==> src/rtl/md5_block_engine.sv <==
// md5_block_engine: iterative MD5 compression of one 512-bit block.
//
// Retires ROUNDS_PER_CYCLE rounds per clock (1, 2 or 4). Since each value
// divides 16, a group of rounds never spans two round functions.
//
// Ports
//   clk, rst_n          clock (rising edge), asynchronous active-low reset
//   start  / ready      start is accepted on a rising edge where ready is high
//   message             512-bit block, word i = message[32*i +: 32]
//   a_in..d_in          chaining state, sampled when start is accepted
//   busy                a block is in progress
//   done                one-cycle pulse: a_out..d_out now hold the new result
//   a_out..d_out        result; holds its value until the next done
//
// Handshake: when ready=1 and start=1 at a rising edge, message and a_in..d_in
// are captured. Later changes to these inputs do not affect that block. While
// busy=1, start is ignored and is not queued. ready is high during the cycle
// in which done is high, so a new block can follow with no idle cycle.
//
// Build option MD5_CHAIN_ADD_EN: when defined, the result is the captured
// input state plus the final working state (the standard digest update). When
// undefined, the result is the raw working state after round 63.
module md5_block_engine #(
    parameter int ROUNDS_PER_CYCLE = 1
) (
    input  logic         clk,
    input  logic         rst_n,
    input  logic         start,
    output logic         ready,
    input  logic [511:0] message,
    input  logic [31:0]  a_in,
    input  logic [31:0]  b_in,
    input  logic [31:0]  c_in,
    input  logic [31:0]  d_in,
    output logic         busy,
    output logic         done,
    output logic [31:0]  a_out,
    output logic [31:0]  b_out,
    output logic [31:0]  c_out,
    output logic [31:0]  d_out
);

    if (ROUNDS_PER_CYCLE != 1 && ROUNDS_PER_CYCLE != 2 && ROUNDS_PER_CYCLE != 4) begin : g_bad_rpc
        $error("md5_block_engine: ROUNDS_PER_CYCLE must be 1, 2 or 4");
    end

    typedef enum logic {IDLE = 1'b0, RUN = 1'b1} state_t;

    // RFC 1321 sine-derived additive constants.
    function automatic logic [31:0] k_const(input logic [5:0] i);
        logic [31:0] k;
        k = '0;
        case (i)
            6'd0:  k = 32'hd76aa478; 6'd1:  k = 32'he8c7b756; 6'd2:  k = 32'h242070db; 6'd3:  k = 32'hc1bdceee;
            6'd4:  k = 32'hf57c0faf; 6'd5:  k = 32'h4787c62a; 6'd6:  k = 32'ha8304613; 6'd7:  k = 32'hfd469501;
            6'd8:  k = 32'h698098d8; 6'd9:  k = 32'h8b44f7af; 6'd10: k = 32'hffff5bb1; 6'd11: k = 32'h895cd7be;
            6'd12: k = 32'h6b901122; 6'd13: k = 32'hfd987193; 6'd14: k = 32'ha679438e; 6'd15: k = 32'h49b40821;
            6'd16: k = 32'hf61e2562; 6'd17: k = 32'hc040b340; 6'd18: k = 32'h265e5a51; 6'd19: k = 32'he9b6c7aa;
            6'd20: k = 32'hd62f105d; 6'd21: k = 32'h02441453; 6'd22: k = 32'hd8a1e681; 6'd23: k = 32'he7d3fbc8;
            6'd24: k = 32'h21e1cde6; 6'd25: k = 32'hc33707d6; 6'd26: k = 32'hf4d50d87; 6'd27: k = 32'h455a14ed;
            6'd28: k = 32'ha9e3e905; 6'd29: k = 32'hfcefa3f8; 6'd30: k = 32'h676f02d9; 6'd31: k = 32'h8d2a4c8a;
            6'd32: k = 32'hfffa3942; 6'd33: k = 32'h8771f681; 6'd34: k = 32'h6d9d6122; 6'd35: k = 32'hfde5380c;
            6'd36: k = 32'ha4beea44; 6'd37: k = 32'h4bdecfa9; 6'd38: k = 32'hf6bb4b60; 6'd39: k = 32'hbebfbc70;
            6'd40: k = 32'h289b7ec6; 6'd41: k = 32'heaa127fa; 6'd42: k = 32'hd4ef3085; 6'd43: k = 32'h04881d05;
            6'd44: k = 32'hd9d4d039; 6'd45: k = 32'he6db99e5; 6'd46: k = 32'h1fa27cf8; 6'd47: k = 32'hc4ac5665;
            6'd48: k = 32'hf4292244; 6'd49: k = 32'h432aff97; 6'd50: k = 32'hab9423a7; 6'd51: k = 32'hfc93a039;
            6'd52: k = 32'h655b59c3; 6'd53: k = 32'h8f0ccc92; 6'd54: k = 32'hffeff47d; 6'd55: k = 32'h85845dd1;
            6'd56: k = 32'h6fa87e4f; 6'd57: k = 32'hfe2ce6e0; 6'd58: k = 32'ha3014314; 6'd59: k = 32'h4e0811a1;
            6'd60: k = 32'hf7537e82; 6'd61: k = 32'hbd3af235; 6'd62: k = 32'h2ad7d2bb; 6'd63: k = 32'heb86d391;
            default: k = '0;
        endcase
        return k;
    endfunction

    // Rotate amounts: four per round function, repeating every four rounds.
    function automatic logic [4:0] s_const(input logic [5:0] i);
        logic [4:0] s;
        s = '0;
        case ({i[5:4], i[1:0]})
            4'h0: s = 5'd7;  4'h1: s = 5'd12; 4'h2: s = 5'd17; 4'h3: s = 5'd22;
            4'h4: s = 5'd5;  4'h5: s = 5'd9;  4'h6: s = 5'd14; 4'h7: s = 5'd20;
            4'h8: s = 5'd4;  4'h9: s = 5'd11; 4'ha: s = 5'd16; 4'hb: s = 5'd23;
            4'hc: s = 5'd6;  4'hd: s = 5'd10; 4'he: s = 5'd15; 4'hf: s = 5'd21;
            default: s = '0;
        endcase
        return s;
    endfunction

    function automatic logic [31:0] rotl(input logic [31:0] x, input logic [4:0] s);
        logic [63:0] t;
        t = {x, x} << s;
        return t[63:32];
    endfunction

    // One MD5 round on packed state {a,b,c,d}.
    function automatic logic [127:0] md5_step(input logic [5:0] i, input logic [127:0] st,
                                              input logic [511:0] m);
        logic [31:0] a, b, c, d, f, sum;
        logic [3:0]  g;
        {a, b, c, d} = st;
        f = '0;
        g = '0;
        // The message index only depends on i mod 16, so 4-bit arithmetic
        // gives the mod-16 result directly.
        case (i[5:4])
            2'd0: begin f = (b & c) | (~b & d); g = i[3:0];                end
            2'd1: begin f = (d & b) | (~d & c); g = i[3:0] * 4'd5 + 4'd1;  end
            2'd2: begin f = b ^ c ^ d;          g = i[3:0] * 4'd3 + 4'd5;  end
            2'd3: begin f = c ^ (b | ~d);       g = i[3:0] * 4'd7;         end
            default: ;
        endcase
        sum = a + f + k_const(i) + m[32*int'(g) +: 32];
        return {d, b + rotl(sum, s_const(i)), b, c};
    endfunction

    state_t         state_q, state_d;
    logic [5:0]     cnt_q, cnt_d;
    logic [127:0]   st_q, st_d;      // working {a,b,c,d}
    logic [511:0]   msg_q, msg_d;
    logic [127:0]   res_q, res_d;
    logic           done_q, done_d;
`ifdef MD5_CHAIN_ADD_EN
    logic [127:0]   iv_q, iv_d;      // captured chaining input, for feed-forward
`endif

    logic [127:0]   round_st;
    logic           last_group;

    // Chain this cycle's rounds combinationally.
    always_comb begin
        round_st = st_q;
        for (int r = 0; r < ROUNDS_PER_CYCLE; r++) begin
            round_st = md5_step(cnt_q + 6'(r), round_st, msg_q);
        end
    end

    assign last_group = (cnt_q == 6'(64 - ROUNDS_PER_CYCLE));

    always_comb begin
        state_d = state_q;
        cnt_d   = cnt_q;
        st_d    = st_q;
        msg_d   = msg_q;
        res_d   = res_q;
        done_d  = 1'b0;
`ifdef MD5_CHAIN_ADD_EN
        iv_d    = iv_q;
`endif
        case (state_q)
            IDLE: begin
                if (start) begin
                    state_d = RUN;
                    cnt_d   = '0;
                    st_d    = {a_in, b_in, c_in, d_in};
                    msg_d   = message;
`ifdef MD5_CHAIN_ADD_EN
                    iv_d    = {a_in, b_in, c_in, d_in};
`endif
                end
            end
            RUN: begin
                st_d  = round_st;
                cnt_d = cnt_q + 6'(ROUNDS_PER_CYCLE);  // wraps 64 -> 0
                if (last_group) begin
                    state_d = IDLE;
                    done_d  = 1'b1;
`ifdef MD5_CHAIN_ADD_EN
                    res_d = {iv_q[127:96] + round_st[127:96], iv_q[95:64] + round_st[95:64],
                             iv_q[63:32]  + round_st[63:32],  iv_q[31:0]  + round_st[31:0]};
`else
                    res_d = round_st;
`endif
                end
            end
            default: state_d = IDLE;
        endcase
    end

    always_ff @(posedge clk or negedge rst_n) begin
        if (!rst_n) begin
            state_q <= IDLE;
            cnt_q   <= '0;
            st_q    <= '0;
            msg_q   <= '0;
            res_q   <= '0;
            done_q  <= 1'b0;
`ifdef MD5_CHAIN_ADD_EN
            iv_q    <= '0;
`endif
        end else begin
            state_q <= state_d;
            cnt_q   <= cnt_d;
            st_q    <= st_d;
            msg_q   <= msg_d;
            res_q   <= res_d;
            done_q  <= done_d;
`ifdef MD5_CHAIN_ADD_EN
            iv_q    <= iv_d;
`endif
        end
    end

    assign ready = (state_q == IDLE);
    assign busy  = (state_q == RUN);
    assign done  = done_q;
    assign {a_out, b_out, c_out, d_out} = res_q;

endmodule

==> config.mk <==
export PLATFORM = sky130hd
export DESIGN_NAME = md5_block_engine
export DESIGN_NICKNAME = d
export VERILOG_FILES = /design/src/rtl/md5_block_engine.sv
export SDC_FILE = /design/constraint.sdc
export NUM_CORES = 2
export LEC_CHECK = 0
export ABC_AREA = 1
export BUFFER_PORTS_ARGS = -buffer_cell sky130_fd_sc_hd__buf_2
export CAP_MARGIN = 30
export CORE_UTILIZATION = 30
export DETAILED_ROUTE_END_ITERATION = 7
export SYNTH_ARGS = -nofsm -noshare
export SYNTH_HDL_FRONTEND = slang
export SYNTH_SLANG_ARGS = --single-unit
==> constraint.sdc <==
create_clock -name clk -period 12.1 [get_ports clk]
set_input_delay 0 -clock clk [delete_from_list [all_inputs] [get_ports clk]]
set_output_delay 0 -clock clk [all_outputs]
set_load 0.02 [all_outputs]
* Yosys cells after proc, flatten, opt, wreduce, memory -nomap -nowiden
Memories as Yosys holds them, arrays and structs flattened.
Cells that the tools add are included.
** Storage, ports and cells
- Flip-flop bits (word level) :: 776
- Bits in latches :: 0
- Bits in writable memories :: 0
- ROM bits :: 2128
- Input port bits :: 643
- Output and inout bits :: 131
- Word-level logic and storage cells :: 52
- Memories :: 2
** Memories
- (no name shown) :: words 64, width 32, read ports 1, clocked after memory_dff 0, wr ports 0, line 53 : case (i)
- (no name shown) :: words 16, width 5, read ports 1, clocked after memory_dff 0, wr ports 0, line 79 : case ({i[5:4], i[1:0]})
** Cells by class
- Add/sub/neg operators :: 7
- Multipliers :: 3
- Divide/modulo/power cells :: 0
- Order comparisons :: 0
- Equality and inequality tests :: 5
- Shifts and indexed selects :: 2
- Mux-type cells :: 11
- Bitwise logic cells :: 13
- Reduce and logical (&&, ||, !) cells :: 3
** Operator list (number)
- 512-bit by 10-bit indexed part select with 32-bit output :: 1
- 128-bit one-hot mux with 2 select lines :: 1
- 32-bit adder :: 4
- 32-bit bitwise AND :: 4
- 128-bit 2-to-1 mux :: 1
- 32-bit one-hot mux with 4 select lines :: 1
- 32-bit OR :: 3
- 32-bit bitwise XOR :: 3
- 32-bit inverter :: 2
- 64-bit by 5-bit left shift with 64-bit output :: 1
- 4-bit one-hot mux with 4 select lines :: 1
- 6-bit one-hot mux with 2 select lines :: 1
- 4-bit by 3-bit multiplier with 4-bit output (second input constant) :: 2
- 6-bit by 1-bit adder with 6-bit output (second input constant) :: 1
- 6-bit equality test (second input constant) :: 1
- 6-bit 2-to-1 mux :: 1
- 4-bit by 1-bit adder with 4-bit output (second input constant) :: 1
- 4-bit by 3-bit adder with 4-bit output (second input constant) :: 1
- 2-bit equality test (second input constant) :: 2
- 4-bit by 2-bit multiplier with 4-bit output (second input constant) :: 1
- 1-bit 2-to-1 mux :: 4
- 2-bit AND reduction :: 2
- 2-bit by 1-bit equality test with 1-bit output (second input constant) :: 1
- 2-bit logical NOT :: 1
- 3 further kinds :: 3

* Depth between registers and ports, before layout
- Depth in word-level cells :: 10
- Gate-level depth with buffers :: 58
- Depth with buffers taken out :: 55

* Worst setup path before layout
OpenSTA, ideal clock, no wires.
- Path kind :: reg-to-reg
- From :: reg cnt_q[2]
- To :: reg res_q[90]
- Setup time :: 0.066 ns
- Data arrival time :: 8.586 ns
- Required time :: 12.034 ns
- Setup slack :: 3.448 ns
- Cell stages (with the launch flop) :: 54
- Buffers on the path :: 4
- Clock period less this slack :: 8.652 ns
- Path through :: dfrtp_1 -> buf_4 -> inv_2 -> buf_4 -> ha_1 -> fa_1 -> nor2_1 -> nor2_1 -> nand3_1 -> o21ai_2 -> clkbuf_1 -> clkbuf_1 -> o221ai_1 -> o211ai_1 -> nand2_1 -> fa_1 -> fa_1 -> ha_1 -> [... 18 more ...] -> ha_1 -> fa_1 -> nand2_1 -> nand2_1 -> a21oi_1 -> o21ai_1 -> nand3_1 -> nand2_1 -> nand3_1 -> nand2_1 -> a21oi_1 -> o21ai_0 -> nand3_1 -> nand2_1 -> a31oi_1 -> xnor2_1 -> nand2_1 -> nand2_1
** Between the ends
- Cells in the longest elaborated chain, start to end :: 7
- Elaborated cells on any way between the ends :: 14
- Those cells by class :: add/sub: 5; mul: 3; eq/ne: 1; shift: 2; mux: 1; reduce/logical: 1; memory: 1
** Ends and longest elaborated chain
- from (decl) :: line 117 : logic [5:0] cnt_q, cnt_d;
- from (signal assigned) :: line 192 : cnt_q <= cnt_d;
- 4-bit by 2-bit multiplier with 4-bit output or 4-bit by 3-bit multiplier with 4-bit output (tied branches) :: line 108, 107
- 4-bit by 3-bit adder with 4-bit output or 4-bit by 1-bit adder with 4-bit output (tied branches) :: line 108, 107
- 4-bit one-hot mux with 4 select lines :: line 105 : case (i[5:4])
- 512-bit by 10-bit indexed part select with 32-bit output :: line 112 : sum = a + f + k_const(i) + m[32*int'(g) +: 32];
- 32-bit adder :: line 112
- 64-bit by 5-bit left shift with 64-bit output :: line 91 : t = {x, x} << s;
- 32-bit adder :: line 113 : return {d, b + rotl(sum, s_const(i)), b, c};
- to (signal assigned) :: line 195 : res_q <= res_d;
- to (decl) :: line 120 : logic [127:0] res_q, res_d;
Several ways; a longest one is shown, not always the timed one.
A chain may end at the register's enable or synchronous reset.

* Worst setup path after layout
- From :: reg cnt_q[1]
- To :: reg st_q[90]
** Between the ends
- Cells in the longest elaborated chain, start to end :: 8
- Elaborated cells on any way between the ends :: 14
- Those cells by class :: add/sub: 5; mul: 3; shift: 2; mux: 2; memory: 2
** Ends and longest elaborated chain
- 4-bit by 2-bit multiplier with 4-bit output or 4-bit by 3-bit multiplier with 4-bit output (tied branches) :: line 108, 107
- 4-bit by 3-bit adder with 4-bit output or 4-bit by 1-bit adder with 4-bit output (tied branches) :: line 108, 107
- 4-bit one-hot mux with 4 select lines :: line 105
- 512-bit by 10-bit indexed part select with 32-bit output :: line 112
- 32-bit adder :: line 112
- 64-bit by 5-bit left shift with 64-bit output * :: line 91
- 32-bit adder * :: line 113
- 128-bit one-hot mux with 2 select lines * :: line 149 : case (state_q)
- to (signal assigned) :: line 193 : st_q <= st_d;
- to (decl) :: line 118 : logic [127:0] st_q, st_d;
Every way passes the cells marked *; elsewhere a longest branch is shown, timed or not.

==> run metrics <==
Net Count, Synth 7053; post-route cell area between 60000 and 70000 um^2; Core Region 152000 um^2; routed len/inst roughly 26 um; most frequent cells in the layout nand2_1 (2386), dlygate4sd3_1 (938), buf_2 (775), dfrtp_1 (774), o21ai_0 (520); Starting Density between 30% and 40%; Antenna Nets Post-Route 0; post-synthesis simple-gate area fraction a little over a quarter; Avg Vias per Cell 5.40; Remaining Overflow, GRT 0; initial antenna violation count 40; area of the multi-input gates 24000 um^2; status complete, no violations; dpl cell area around 52000 um^2; # fillers about 15000; Max clock buf depth 3; synthesized flop and latch total between 700 and 800; WS Path Type reg -> reg; Achievable Freq 93.0 MHz; Post-Syn Area 46300 um^2; min Tclk post-route 10750 ps; worst min path class in -> reg; combinational family with the most area after synthesis simple AND/OR/NAND/NOR gates; Starting DRT DRC Count about 5800; number of gates resized after cts 0; syn avg cell area 7.45 um^2; # rows 143; Final HPWL DP 175 mm; period utilization 88.8%; Compound-Gate Fraction of Synth Area 17.0%; Post-Synth Adder-Cell Area 6.58%; largest net degree at the start of global routing approximately 220; DIE AREA roughly 160000 um^2; Max-cap violations 0; TritonRoute pass-1 iters 8; Crit. End Element flip-flop; Worst Path Arrival around 11000 ps; multiplexer share of the synthesized area less than 1%; vias in the first global route 53600; Yosys warning count 0; clock-pin slew on the worst setup and hold paths around 60 ps; Max Slew Vio Count 0; Max H-tree Level 3; Yosys cell types 65; RSZ-0062 raised after global routing false; sequential-to-total area share from yosys stat 42.0%; first-pass GRT wire length ~370 mm; IO Port Bufs 773; Worst slew margin 21.3%; Synth area leaders dfrtp_1 (42%), nand2_1 (19%), o21ai_0 (5.7%); cell mode on critical path nand2_1; vias between 50000 and 60000; GRT Overall Usage 31.7%; commonest non-fill, non-tap cell in the layout nand2_1; cts bufs inserted 90; routed wire length 252 mm; CP required 12750 ps; clk_lat worst skew 780 ps; CP max stage cell o221ai_1; final setup fails 0; Worst Path Max Fanout 67; area grow syn2layout 40.1%; io pins 774; Synth area leader dfrtp_1; final hold vios 0; post-synth top area share 42.0%; EDFF count, synth 0; routability cong. slightly below 1; chip width 395 um; post-synthesis async set-or-reset flop share between 90% and 100%; DRC viols 0; actual slew at the worst max-slew pin roughly 1200 ps; register area 19400 um^2; Syn Inst Count 6208; Clock Skew 90.0 ps; Setup TNS 0 ps; CTS Sinks 776; CTS root buf clkbuf_16; CTS tree built; cts hold-fix bufs 939; post-synthesis xor/xnor area fraction roughly 1.5%; Nets 8562; setup bufs post-CTS 0; die height 395 um; prevailing post-synth register cell dfrtp_1; CP peak stage delay 680 ps; CP Launch Type flip-flop; layout cells sized above 1 14.0%
==> cells by family after synthesis <==
group                      Yosys count
adders and majority gates          202
DFF                                776
buffers and inverters              760
muxes                                8
xor gates and xnor gates            80
and+or+nand+nor                   3059
AOI/OAI and AO/OA                 1323
==> sequential cells by signal, summed over array words and instances, names as in the netlist <==
name   flops
st_q     128
busy       1
res_q    128
msg_q    512
cnt_q      6
done       1
==> path summary, 6_finish.rpt <==
check / cells after the start / slack (ps) / end / from
max: 50 / 1350 / st_q[90] / cnt_q[1]
min: 4 / 30 / msg_q[128] / message[128]
max reg2reg: 50 / 1350 / st_q[90] / cnt_q[1]
min reg2reg: 2 / 470 / res_q[65] / res_q[65]
max in group asynchronous: 6 / 9050 / msg_q[429] / rst_n
min in group asynchronous: 4 / 480 / st_q[13] / rst_n
==> stage by stage <==
stage,hold slack [ps],util [%],std cells,setup slack [ps]
6_report,28.5,42.5,9845,1350
5_1_grt,30.4,42.5,9831,657
2_1_floorplan,-296,-,6208,3450
3_5_place_dp,14.3,34.2,8716,1540
3_3_place_gp,18.2,34.2,8713,1660
4_1_cts,0.382,42.5,9820,1500
==> final cells by class <==
class / instances / share of cell area, %
inverter: 372 / 2.19
tap: 2030 / 3.92
clock inverter: 44 / 1.03
timing repair buffer: 1805 / 21.8
antenna: 25 / 0.0965
multi-input combinational: 4672 / 37.0
sequential: 776 / 30.0
clock buffer: 121 / 3.92
==> synth_stat cells, types with 14 or more instances <==
cell type / instances
nand2_1: 2387
a22oi_1: 17
nand3_1: 277
dfrtp_1: 776
xor2_1: 62
ha_1: 133
o22ai_1: 51
a21oi_1: 357
fa_1: 69
o221ai_1: 96
clkbuf_1: 335
nor3_1: 95
o211ai_1: 81
buf_2: 22
nor2_1: 240
o21ai_0: 523
o32ai_1: 33
nand4_1: 14
inv_1: 357
buf_1: 19
o21ai_1: 18
xnor2_1: 18
a211oi_1: 53
==> per-layer routing <==
metal | wire (um) | up-vias | track usage (%)
li1 | - | 23600 | -
met1 | 101000 | 25900 | 40.0
met2 | 114000 | 2898 | 49.9
met3 | 20500 | 722 | 6.60
met4 | 16700 | 28 | 18.7
met5 | 172 | - | 0
==> worst max-delay path, delay by kind of cell (launching register included) <==
family	cells	cell delay, ps
AO/OA/AOI/OAI	14	3440
XOR/XNOR	1	160
adder cells (fa/ha/maj)	7	3150
buffers and inverters	6	990
flip-flops	1	440
AND/OR/NAND/NOR	22	2440
Power is left out: the tool's default activity adds up to more than one toggle a clock period on the data nets, which glitch-free logic cannot reach.
